`src/rtl/axi_slave_demux_r_pkg.sv`:
```
// Shared definitions for the AXI read/write response demultiplexers: master index type,
// index constants and the grant encoder. Bus widths come from LEN_BITS/ID_BITS/DATA_WIDTH defines.
`ifndef LEN_BITS
`define LEN_BITS 8
`endif
`ifndef ID_BITS
`define ID_BITS 4
`endif
`ifndef DATA_WIDTH
`define DATA_WIDTH 32
`endif

package axi_slave_demux_r_pkg;

    typedef logic [1:0] mst_idx_t;

    localparam mst_idx_t MST_M0 = 2'd0;
    localparam mst_idx_t MST_M1 = 2'd1;
    localparam mst_idx_t MST_M2 = 2'd2;

    function automatic mst_idx_t grant_to_idx(input logic [2:0] grant);
        mst_idx_t idx;
        idx = MST_M0;
        if (grant[2]) begin
            idx = MST_M2;
        end else if (grant[1]) begin
            idx = MST_M1;
        end
        return idx;
    endfunction

    function automatic logic grant_is_onehot(input logic [2:0] grant);
        return (grant == 3'b001) || (grant == 3'b010) || (grant == 3'b100);
    endfunction

endpackage

```
`src/rtl/axi_ord_fifo.sv`:
```
// In-order tracking FIFO with a separate occupancy counter; shared by the R and B demuxes.
module axi_ord_fifo #(
    parameter int WIDTH = 2,
    parameter int DEPTH = 4
) (
    input  logic                     clk,
    input  logic                     rst,
    input  logic                     push,
    input  logic [WIDTH-1:0]         push_data,
    input  logic                     pop,
    output logic [WIDTH-1:0]         head_data,
    output logic                     full,
    output logic                     empty,
    output logic [$clog2(DEPTH):0]   count
);

    localparam int PW = $clog2(DEPTH);
    localparam logic [PW:0] DEPTH_CNT = DEPTH[PW:0];

    logic [WIDTH-1:0] mem [DEPTH];
    logic [PW-1:0]    wr_ptr;
    logic [PW-1:0]    rd_ptr;
    logic             do_push;
    logic             do_pop;

    assign full    = (count == DEPTH_CNT);
    assign empty   = (count == '0);
    assign do_push = push && !full;
    assign do_pop  = pop && !empty;

    always_ff @(posedge clk) begin
        if (rst) begin
            wr_ptr <= '0;
            rd_ptr <= '0;
            count  <= '0;
        end else begin
            if (do_push) begin
                wr_ptr <= wr_ptr + 1'b1;
            end
            if (do_pop) begin
                rd_ptr <= rd_ptr + 1'b1;
            end
            // Simultaneous push and pop leaves the occupancy unchanged.
            if (do_push && !do_pop) begin
                count <= count + 1'b1;
            end else if (do_pop && !do_push) begin
                count <= count - 1'b1;
            end
        end
    end

    always_ff @(posedge clk) begin
        if (do_push) begin
            mem[wr_ptr] <= push_data;
        end
    end

    assign head_data = mem[rd_ptr];

endmodule

```
`src/rtl/axi_slave_demux_r.sv`:
```
// Routes slave R beats back to the master that won each AR, in order, until RLAST.
// Optional burst-length checking is enabled by defining AXI_R_LEN_CHECK_EN.
module axi_slave_demux_r
    import axi_slave_demux_r_pkg::*;
#(
    parameter int DEPTH = 4
) (
    input  logic                   clk,
    input  logic                   rst,
    input  logic                   m0_rgrnt,
    input  logic                   m1_rgrnt,
    input  logic                   m2_rgrnt,
    input  logic                   arvalid,
    input  logic [`LEN_BITS-1:0]   arlen,
    input  logic                   arready_i,
    output logic                   arready_o,
    input  logic [`ID_BITS-1:0]    rid,
    input  logic [`DATA_WIDTH-1:0] rdata,
    input  logic [1:0]             rresp,
    input  logic                   rlast,
    input  logic                   rvalid,
    output logic                   rready,
    output logic [`ID_BITS-1:0]    m0_RID,
    output logic [`DATA_WIDTH-1:0] m0_RDATA,
    output logic [1:0]             m0_RRESP,
    output logic                   m0_RLAST,
    output logic                   m0_RVALID,
    input  logic                   m0_RREADY,
    output logic [`ID_BITS-1:0]    m1_RID,
    output logic [`DATA_WIDTH-1:0] m1_RDATA,
    output logic [1:0]             m1_RRESP,
    output logic                   m1_RLAST,
    output logic                   m1_RVALID,
    input  logic                   m1_RREADY,
    output logic [`ID_BITS-1:0]    m2_RID,
    output logic [`DATA_WIDTH-1:0] m2_RDATA,
    output logic [1:0]             m2_RRESP,
    output logic                   m2_RLAST,
    output logic                   m2_RVALID,
    input  logic                   m2_RREADY,
    output logic                   r_err
);

`ifdef AXI_R_LEN_CHECK_EN
    localparam int ENTRY_W = 2 + `LEN_BITS;
`else
    localparam int ENTRY_W = 2;
`endif

    logic [2:0]               grant;
    logic                     push;
    logic                     pop;
    logic                     beat;
    logic                     full;
    logic                     empty;
    logic [$clog2(DEPTH):0]   fifo_count;
    logic [ENTRY_W-1:0]       push_data;
    logic [ENTRY_W-1:0]       head_data;
    mst_idx_t                 head_idx;
    logic                     unused_count;

    assign grant        = {m2_rgrnt, m1_rgrnt, m0_rgrnt};
    assign arready_o    = arready_i && !full;
    assign push         = arvalid && arready_o && grant_is_onehot(grant);
    assign beat         = rvalid && rready;
    assign pop          = beat && rlast;
    assign head_idx     = head_data[1:0];
    assign unused_count = ^fifo_count;

`ifdef AXI_R_LEN_CHECK_EN
    assign push_data = {arlen, grant_to_idx(grant)};
`else
    assign push_data = grant_to_idx(grant);
`endif

    axi_ord_fifo #(
        .WIDTH (ENTRY_W),
        .DEPTH (DEPTH)
    ) u_fifo (
        .clk       (clk),
        .rst       (rst),
        .push      (push),
        .push_data (push_data),
        .pop       (pop),
        .head_data (head_data),
        .full      (full),
        .empty     (empty),
        .count     (fifo_count)
    );

    // Zero-latency steering: only the head master sees the slave, everything else is held at 0.
    always_comb begin
        rready    = 1'b0;
        m0_RID    = '0;
        m0_RDATA  = '0;
        m0_RRESP  = '0;
        m0_RLAST  = 1'b0;
        m0_RVALID = 1'b0;
        m1_RID    = '0;
        m1_RDATA  = '0;
        m1_RRESP  = '0;
        m1_RLAST  = 1'b0;
        m1_RVALID = 1'b0;
        m2_RID    = '0;
        m2_RDATA  = '0;
        m2_RRESP  = '0;
        m2_RLAST  = 1'b0;
        m2_RVALID = 1'b0;
        if (!empty) begin
            case (head_idx)
                MST_M0: begin
                    rready    = m0_RREADY;
                    m0_RVALID = rvalid;
                    m0_RID    = rid;
                    m0_RDATA  = rdata;
                    m0_RRESP  = rresp;
                    m0_RLAST  = rlast;
                end
                MST_M1: begin
                    rready    = m1_RREADY;
                    m1_RVALID = rvalid;
                    m1_RID    = rid;
                    m1_RDATA  = rdata;
                    m1_RRESP  = rresp;
                    m1_RLAST  = rlast;
                end
                MST_M2: begin
                    rready    = m2_RREADY;
                    m2_RVALID = rvalid;
                    m2_RID    = rid;
                    m2_RDATA  = rdata;
                    m2_RRESP  = rresp;
                    m2_RLAST  = rlast;
                end
                default: begin
                end
            endcase
        end
    end

`ifdef AXI_R_LEN_CHECK_EN
    logic [`LEN_BITS-1:0] beat_cnt;
    logic [`LEN_BITS-1:0] head_len;
    logic                 r_err_q;

    assign head_len = head_data[ENTRY_W-1:2];
    assign r_err    = r_err_q;

    // RLAST must coincide exactly with beat arlen; routing still follows RLAST regardless.
    always_ff @(posedge clk) begin
        if (rst) begin
            beat_cnt <= '0;
            r_err_q  <= 1'b0;
        end else if (beat) begin
            if (rlast) begin
                beat_cnt <= '0;
            end else begin
                beat_cnt <= beat_cnt + 1'b1;
            end
            if (rlast != (beat_cnt == head_len)) begin
                r_err_q <= 1'b1;
            end
        end
    end
`else
    logic unused_arlen;
    assign unused_arlen = ^arlen;
    assign r_err        = 1'b0;
`endif

    a_grant_onehot: assert property (@(posedge clk) disable iff (rst)
        (arvalid && arready_o) |-> grant_is_onehot(grant));

endmodule

```
`config.mk`:
```
export PLATFORM = sky130hd
export DESIGN_NAME = axi_slave_demux_r
export DESIGN_NICKNAME = d
export VERILOG_FILES = /design/src/rtl/axi_slave_demux_r_pkg.sv /design/src/rtl/axi_ord_fifo.sv /design/src/rtl/axi_slave_demux_r.sv
export SDC_FILE = /design/constraint.sdc
export NUM_CORES = 1
export LEC_CHECK = 0
export ABC_AREA = 1
export CELL_PAD_IN_SITES_DETAIL_PLACEMENT = 1
export CELL_PAD_IN_SITES_GLOBAL_PLACEMENT = 2
export CORE_MARGIN = 5
export CORE_UTILIZATION = 26
export CTS_BUF_LIST = sky130_fd_sc_hd__clkbuf_4 sky130_fd_sc_hd__clkbuf_8
export CTS_CLUSTER_SIZE = 10
export DETAILED_ROUTE_END_ITERATION = 10
export DONT_BUFFER_PORTS = 1
export HOLD_SLACK_MARGIN = 0.05
export PLACE_DENSITY = 0.8
export SLEW_MARGIN = 20
export SYNTH_ARGS = -nofsm -noshare
export SYNTH_HDL_FRONTEND = slang
export SYNTH_SLANG_ARGS = --single-unit
```
`constraint.sdc`:
```
create_clock -name clk -period 2.2 [get_ports clk]
set_input_delay 0 -clock clk [delete_from_list [all_inputs] [get_ports clk]]
set_output_delay 0 -clock clk [all_outputs]
set_load 0.05 [all_outputs]
```
==> impl_metrics.yaml, run 1 <==
outcome:
  status: "complete, no violations"
cts:
  cts_tree: "done"
  cts_max_level: 1
  path_clk_slew_ns: 0.07
  numCtsBuffers: 3
  cts-root-buf: "clkbuf_8"
  cts_max_path_buffers: 2
  insertion_delay_ns: 0.25
  cts_sinks: 17
final_layout:
  diodes: 0
  layout-drive-gt1-share: 0.358
  final_area_um2: 2730
  layout.nets: 481
  syn2layout_area_growth_pct: 67.5
  layout.cells.non_filler: 491
synth:
  synth_ff_type: "dfxtp_1"
  synthArstFlopShare: 0
  ys_ff_latch: 17
  synth_top_area_frac: 0.297
  yosysUniqueCellTypes: 23
  synth_edf_count: 8
  synth_area_um2: 1630
  syn-num-nets: 360
  yosys_warnings: 0
  synthCells: 296
  syn_area_per_cell_um2: 5.50
  synth.most_common_cell: "nor2_1"
  synth_seq_area_share: 0.258
  synthTopCellsByCount: "nor2_1 (129), nand2_1 (67), inv_1 (23), buf_2 (12)"
  synth_area_leaders: "nor2_1 (30%), nand2_1 (15%), edfxtp_1 (15%)"
  synth.largest_area_cell: "nor2_1"
sta:
  finalHoldViolations: 0
  report.final.slew_viol_count: 0
  fin_crit_ns: 2.04
  finalCritPeriodShare: 0.929
  setup_tns_ns: 0
  timing.fmax_mhz: 490
  fin_skew_ns: 0.00179
  postLayoutSetupSlackWorst_ns: 0.157
  setup_viol: 0
detailed_routing:
  vias: 2291
  drtAntennaViolNets: 0
  drc_errors: 0
  dr.pass1.iters: 4
  wire_per_inst_um: 16.0
  wl_mm: 7.85
  vias_per_cell: 4.67
  drt-initial-drc-count: 56
setup_path:
  start_kind: "register"
  required_ns: 2.34
  r2r_end: "u_fifo.count[1]$_SDFFE_PP0P_"
  reg2reg_depth: 12
  reg2reg_slack_ns: 0.16
  cp.arrival_ns: 2.18
  path_max_fanout: 7
  path_class: "reg2reg"
  worst_setup_path_end_kind: "register"
die:
  initial_utilization: 0.272
  ios: 181
  die_width_um: 89.2
  rows: 28
  dieHeight_um: 89.2
  core_um2: 5990
  die_area_um2: 7950
power:
  p_total_mw: 1.38
  ir_drop_mv: 0.324
  p_leak_nw: 1.39
  cellPowerDensity_nw_per_um2: 505
grt:
  grt.total_usage: 0.177
  grt_overflow: 0
  grt_pass1_vias: 2345
  antenna_found_initial: 0
  grt_first_pass_wirelength_mm: 11.5
  grt_max_degree: 44
worst_hold_path:
  hp-class: "in2reg"
  hp-start: "rlast"
  holdPathStages: 3
place:
  portBuffers: 0
  dp_slack_ns: -0.0194
  gp_congestion: 0.779
  dp_cells: 483
  post-dp-hpwl_mm: 6.58
  placed_area_um2: 2620
run:
  cap_violations: 0
## through the flow
stage	hold slack, ns	util
2_1_floorplan	0.0989	-
3_3_place_gp	0.0992	0.438
3_5_place_dp	0.0993	0.438
6_report	0.0638	0.456
5_1_grt	0.0862	0.456
4_1_cts	0.0734	0.451
## how the worst max path moves through the flow
stage                                         to                          from  slack [ns]  cells after the start
floorplan           u_fifo.count[2]$_SDFFE_PP0P_  u_fifo.count[1]$_SDFFE_PP0P_        0.02                     12
global placement    u_fifo.count[2]$_SDFFE_PP0P_                      register        0.11                     16
detailed placement  u_fifo.count[1]$_SDFFE_PP0P_                      register       -0.02                     12
CTS                 u_fifo.count[2]$_SDFFE_PP0P_                      register        0.05                     14
global route        u_fifo.count[2]$_SDFFE_PP0P_                      register      -0.009                     14
finish              u_fifo.count[1]$_SDFFE_PP0P_                      register        0.16                     12
## routing by layer
layer | wire length, µm | part of all wire | GRT usage | up-vias
li1 | - | - | - | 1134
met4 | 193 | 0.025 | 0.0514 | 0
met2 | 4130 | 0.53 | 0.339 | 105
met5 | 0 | 0 | 0 | -
met1 | 2720 | 0.35 | 0.191 | 1037
met3 | 804 | 0.10 | 0.0387 | 15
## layout make-up
| type | count | area (µm²) |
|---|---|---|
| fillers | 822 | 3260 |
| repair buffers | 133 | 1010 |
| clock buffers | 3 | 41.3 |
| flip-flops and latches | 17 | 425 |
| clock inverters | 1 | 5.00 |
| multi-input cells | 238 | 1060 |
| inverters | 24 | 95.1 |
| well taps | 75 | 93.8 |
## what timing repair did
item | in CTS | in global routing
hold endpoints to repair | 17 | 0
buffers inserted | 0 | 1
hold buffers | 3 | 0
pin swaps | 0 | 1
gates resized for setup | 1 | 7
setup endpoints to repair | 2 | 2
## cell usage in the layout, fill, tap and decap left out, types with 3 or more instances in the layout
master,instances
buf_4,130
nor2_1,129
nand2_1,67
inv_1,22
nand3_1,9
edfxtp_1,8
a21oi_1,7
dfxtp_1,7
o21ai_0,5
ha_1,5
nand3_2,4
nand2_2,4
clkbuf_8,3
dlygate4sd3_1,3
## report_power, final
| part | internal [mW] | total (mW) | leakage (nW) | switching, mW |
|---|---|---|---|---|
| clock | 0.126 | 0.234 | 0.0255 | 0.108 |
| combinational | 0.196 | 0.794 | 1.22 | 0.598 |
| sequential | 0.340 | 0.349 | 0.147 | 0.00885 |
## logic make-up after synthesis
family / synth area share
compound gates: 0.0453
fa+ha+maj: 0.0507
buf+inv: 0.106
flops: 0.258
other cells: 0.00230
simple gates: 0.538
## critical path: stages, from the launching register on
cell and delay (ns):
dfxtp_4 0.40, inv_6 0.05, nand2_2 0.06, nand3_1 0.07, nand2_2 0.11, nand3_1 0.09
nand3_2 0.12, nand3b_4 0.09, ha_1 0.21, inv_2 0.08, fa_2 0.43, o21ai_0 0.16
a21oi_1 0.06
Power figures use the tool's default switching activity.
==> inputs of run 2 (changes only) <==
BUFFER_PORTS_ARGS = -buffer_cell sky130_fd_sc_hd__buf_2   (was unset)
CORE_UTILIZATION = 14   (was 26)
DONT_BUFFER_PORTS = unset   (was 1)
PLACE_DENSITY = 0.81   (was 0.8)
==> impl_metrics.yaml, run 2 (synthesis results as in run 1) <==
die:
  die_width_um: 118
  core_um2: 11400
  die_area_um2: 13900
  dieHeight_um: 118
  initial_utilization: 0.143
  rows: 39
  ios: 181
final_layout:
  fillers: 1556
  final_util: 0.240
  layout.cells.non_filler: 607
  final_cell_mix: "buf_2 (171), nor2_1 (129), nand2_1 (67)"
  multi_input_area_um2: 1060
  mostFrequentLayoutCell: "buf_2"
  syn2layout_area_growth_pct: 68.0
  seq_area_um2: 425
  layout.nets: 529
  diodes: 0
  layout-drive-gt1-share: 0.429
setup_path:
  path_depth: 12
  reg2reg_slack_ns: 0.16
  required_ns: 2.34
  max_stage_delay_ns: 0.44
  start_kind: "register"
  path_class: "reg2reg"
  cpLargestDelayFamily: "adder cells"
  reg2reg_depth: 12
  cp.arrival_ns: 2.19
  path_buf_inv: 2
  path_max_fanout: 7
  crit_slowest_cell: "fa_2"
  worst_setup_path_end_kind: "register"
  endpoint: "u_fifo.count[1]$_SDFFE_PP0P_"
  r2r_end: "u_fifo.count[1]$_SDFFE_PP0P_"
  crit_chain: "inv_4 -> nand2_2 -> nand3_1 -> nand2_2 -> nand3_1 -> nand3_2 -> nand3b_2 -> ha_1 -> inv_1 -> fa_2 -> o21ai_1 -> a21oi_1"
cts:
  cts-root-buf: "clkbuf_8"
  cts_max_path_buffers: 2
  path_clk_slew_ns: 0.06
  insertion_delay_ns: 0.26
  cts_tree: "done"
  numCtsBuffers: 3
  cts_max_level: 1
  cts_setup_buffers: 0
  cts_sinks: 17
sta:
  timing.fmax_mhz: 489
  setup_tns_ns: 0
  finalCritPeriodShare: 0.929
  rsz0062_at_grt: "yes"
  report.final.slew_viol_count: 0
  fin_crit_ns: 2.04
  finalHoldViolations: 0
  whs_ns: 0.0858
  fin_skew_ns: 0.00529
  setup_viol: 0
detailed_routing:
  vias: 2415
  dr.pass1.iters: 4
  wire_per_inst_um: 13.3
  wl_mm: 8.05
  drtAntennaViolNets: 0
  drc_errors: 0
  vias_per_cell: 3.98
  drt-initial-drc-count: 90
place:
  portBuffers: 171
  gp_congestion: 0.797
  post-dp-hpwl_mm: 6.63
  dp_cells: 602
run:
  cap_violations: 0
worst_hold_path:
  hp-class: "in2reg"
grt:
  grt_max_degree: 44
  grt_overflow: 0
  grt_first_pass_wirelength_mm: 12.7
  grt_pass1_vias: 2450
  grt.total_usage: 0.109
  antenna_found_initial: 0
power:
  ir_drop_mv: 0.192
  p_leak_nw: 1.57
  cellPowerDensity_nw_per_um2: 501
  p_total_mw: 1.37
outcome:
  status: "complete, no violations"
[run 2: power by group]
part           leakage, nW  switching [mW]  internal (mW)
Combinational         1.40           0.605          0.172
Sequential           0.147         0.00895          0.340
Clock               0.0262           0.103          0.141
Total                 1.57           0.717          0.654
[run 2: layout make-up]
| class | count | area share |
|---|---|---|
| tap | 143 | 0.0654 |
| multi-input combinational | 238 | 0.387 |
| inverter | 24 | 0.0338 |
| clock buffer | 4 | 0.0178 |
| sequential | 17 | 0.155 |
| timing repair buffer | 181 | 0.341 |
[run 2: stage by stage]
step | instance area (µm²) | worst slack (ns)
6_report | 2740 | 0.157
4_1_cts | 2720 | 0.0357
3_5_place_dp | 2660 | 0.00773
3_3_place_gp | 2660 | 0.0951
5_1_grt | 2740 | -0.0185
2_1_floorplan | 1640 | 0.0196
[run 2: what timing repair did]
| item | 4_1_cts | 5_1_grt |
|---|---|---|
| resized for setup | 1 | 7 |
| endpoints found under the hold margin | 4 | 0 |
| hold buffers | 1 | 0 |
| setup endpoints to repair | 2 | 2 |
| pin swaps | 0 | 0 |
[run 2: worst min path at each step]
stage                                    end     start  depth (start not counted)  slack [ns]
2_1_floorplan     u_fifo.mem[0][1]$_DFFE_PP_  m2_rgrnt                          0         0.1
3_5_place_dp      u_fifo.mem[0][1]$_DFFE_PP_  m2_rgrnt                          1        0.29
6_report                            register       rst                          4        0.09
4_1_cts        u_fifo.rd_ptr[1]$_SDFFE_PP0P_       rst                          4        0.08
5_1_grt                             register       rst                          4        0.13
3_3_place_gp      u_fifo.mem[2][1]$_DFFE_PP_  m2_rgrnt                          1        0.29
[run 2: worst reg2reg max path: cells and delay by family (launching register included)]
kind | cells | cell delay [ns]
AOI/OAI and AO/OA | 2 | 0.18
and+or+nand+nor | 6 | 0.57
buffers and inverters | 2 | 0.15
adders and majority gates | 2 | 0.65
DFF | 1 | 0.39
[run 2: layer usage]
metal | vias to the layer above | global-route usage | wire [µm]
met5 | - | 0 | 0
met4 | 0 | 0.0208 | 72
met3 | 7 | 0.0211 | 560
met2 | 90 | 0.213 | 4220
met1 | 1086 | 0.121 | 3200
li1 | 1232 | - | -
==> inputs of run 3 (changes only) <==
REMOVE_ABC_BUFFERS = 1   (was unset)
==> impl_metrics.yaml, run 3 (synthesis results as in run 1) <==
outcome:
  status: "complete, no violations"
setup_path:
  cp.arrival_ns: 2.18
  endpoint: "u_fifo.count[2]$_SDFFE_PP0P_"
  worst_setup_path_end_kind: "register"
  reg2reg_from: "u_fifo.count[1]$_SDFFE_PP0P_"
  reg2reg_slack_ns: 0.21
  required_ns: 2.39
  crit_start: "u_fifo.count[1]$_SDFFE_PP0P_"
  r2r_end: "u_fifo.count[2]$_SDFFE_PP0P_"
  path_max_fanout: 3
  reg2reg_depth: 12
  start_kind: "register"
  path_class: "reg2reg"
power:
  cellPowerDensity_nw_per_um2: 497
  internal_power_mw: 0.635
  combPwrFrac: 0.571
  seqPwrFrac: 0.256
  p_switching_mw: 0.724
  ir_drop_mv: 0.167
  clkPwrFrac: 0.173
  p_leak_nw: 1.57
  netSwitchingFraction: 0.533
sta:
  report.final.slew_viol_count: 0
  fin_skew_ns: 0.00675
  fin_crit_ns: 1.99
  timing.fmax_mhz: 503
  setup_viol: 0
  postLayoutSetupSlackWorst_ns: 0.213
  finalCritPeriodShare: 0.903
  whs_ns: 0.0887
  rsz0062_at_grt: "no"
  finalHoldViolations: 0
final_layout:
  mostFrequentLayoutCell: "buf_2"
  diodes: 0
  syn2layout_area_growth_pct: 67.7
  layout.cells.non_filler: 604
  seq_area_um2: 425
  layout-drive-gt1-share: 0.440
  final_cell_mix: "buf_2 (171), nor2_1 (128), nand2_1 (65)"
  multi_input_area_um2: 1080
  layout.nets: 526
  final_util: 0.239
  fillers: 1534
detailed_routing:
  top_layer_used: "met4"
  wl_met1_mm: 3.00
  dr.pass1.iters: 4
  vias: 2416
  wire_per_inst_um: 13.1
  drtAntennaViolNets: 0
  drc_errors: 0
  drt-initial-drc-count: 117
  routed-wl-met2_mm: 4.24
  wl_met3_um: 490
  vias_per_cell: 4.00
  wl_mm: 7.90
grt:
  grt_overflow: 0
  antenna_found_initial: 0
  grt_pass1_vias: 2485
  grt.total_usage: 0.109
  grt_max_degree: 44
  grt_first_pass_wirelength_mm: 12.6
place:
  dp_cells: 599
  portBuffers: 171
  gp_congestion: 0.733
  dp_slack_ns: 0.0185
  post-dp-hpwl_mm: 6.32
die:
  core_um2: 11400
  rows: 39
  dieHeight_um: 118
  ios: 181
  die_width_um: 118
  die_area_um2: 13900
  initial_utilization: 0.143
cts:
  cts_max_path_buffers: 2
  cts_setup_buffers: 0
  cts_sinks: 17
  cts_max_level: 1
  insertion_delay_ns: 0.26
  path_clk_slew_ns: 0.07
  cts-root-buf: "clkbuf_8"
  cts_tree: "done"
  numCtsBuffers: 3
worst_hold_path:
  hp-class: "in2reg"
run:
  cap_violations: 0
[run 3: cell count changes in the layout (fill, tap and decap cells not counted), moves of 2 or more]
| cell | previous run | this run |
|---|---|---|
| inv_2 | 0 | 2 |
| nand3_1 | 9 | 7 |
| inv_1 | 23 | 21 |
| nand2_1 | 67 | 65 |
| nand2_2 | 4 | 6 |
| buf_4 | 9 | 6 |
[run 3: routing by layer]
layer,vias up,track usage
met5,-,0
met1,1091,0.112
met2,87,0.216
met4,0,0.0387
li1,1223,-
met3,15,0.0197
[run 3: final cells by class]
type,count,area share
clock buffer,3,0.0151
sequential,17,0.156
clock inverter,1,0.00183
tap,143,0.0655
timing repair buffer,178,0.333
inverter,24,0.0339
multi-input combinational,238,0.395
[run 3: timing repair]
action | 4_1_cts | 5_1_grt
hold buffers | 1 | 0
pin swaps | 0 | 6
resized for setup | 1 | 17
hold endpoints to repair | 4 | 0
endpoints found under the setup margin | 1 | 2
cloned | 0 | 0
[run 3: how the worst min path moves through the flow]
stage	start	to	depth (start not counted)	slack, ns
2_1_floorplan	m2_rgrnt	u_fifo.mem[0][1]$_DFFE_PP_	0	0.1
3_3_place_gp	m2_rgrnt	u_fifo.mem[2][1]$_DFFE_PP_	1	0.27
3_5_place_dp	m2_rgrnt	u_fifo.mem[3][1]$_DFFE_PP_	1	0.28
4_1_cts	rst	u_fifo.count[2]$_SDFFE_PP0P_	4	0.12
5_1_grt	rst	u_fifo.count[2]$_SDFFE_PP0P_	4	0.13
6_report	rst	u_fifo.count[2]$_SDFFE_PP0P_	4	0.09
[run 3: through the flow]
| step | power, mW | area (µm²) | TNS [ns] |
|---|---|---|---|
| 3_3_place_gp | 1.12 | 2630 | 0 |
| 4_1_cts | 1.37 | 2680 | 0 |
| 5_1_grt | 1.45 | 2730 | 0 |
| 2_1_floorplan | 0.897 | 1550 | -1.90 |
| 6_report | 1.36 | 2730 | 0 |
| 3_5_place_dp | 1.13 | 2630 | 0 |
[run 3: power groups by stage]
stage          logic (mW)  clock network [mW]  registers [mW]
2_1_floorplan       0.543                   0           0.354
3_3_place_gp        0.762                   0           0.355
3_5_place_dp        0.774                   0           0.355
4_1_cts             0.778               0.241           0.348
5_1_grt             0.841               0.256           0.349
6_report            0.776               0.236           0.348
[run 3: critical path: stages, from the launching register on]
cell	delay, ns
dfxtp_1	0.36
inv_1	0.09
a31oi_1	0.29
nand3_1	0.16
inv_1	0.08
ha_2	0.16
inv_2	0.05
fa_2	0.36
nor2_2	0.08
nor2_1	0.05
nand2_1	0.09
o21ai_2	0.05
a21oi_1	0.10
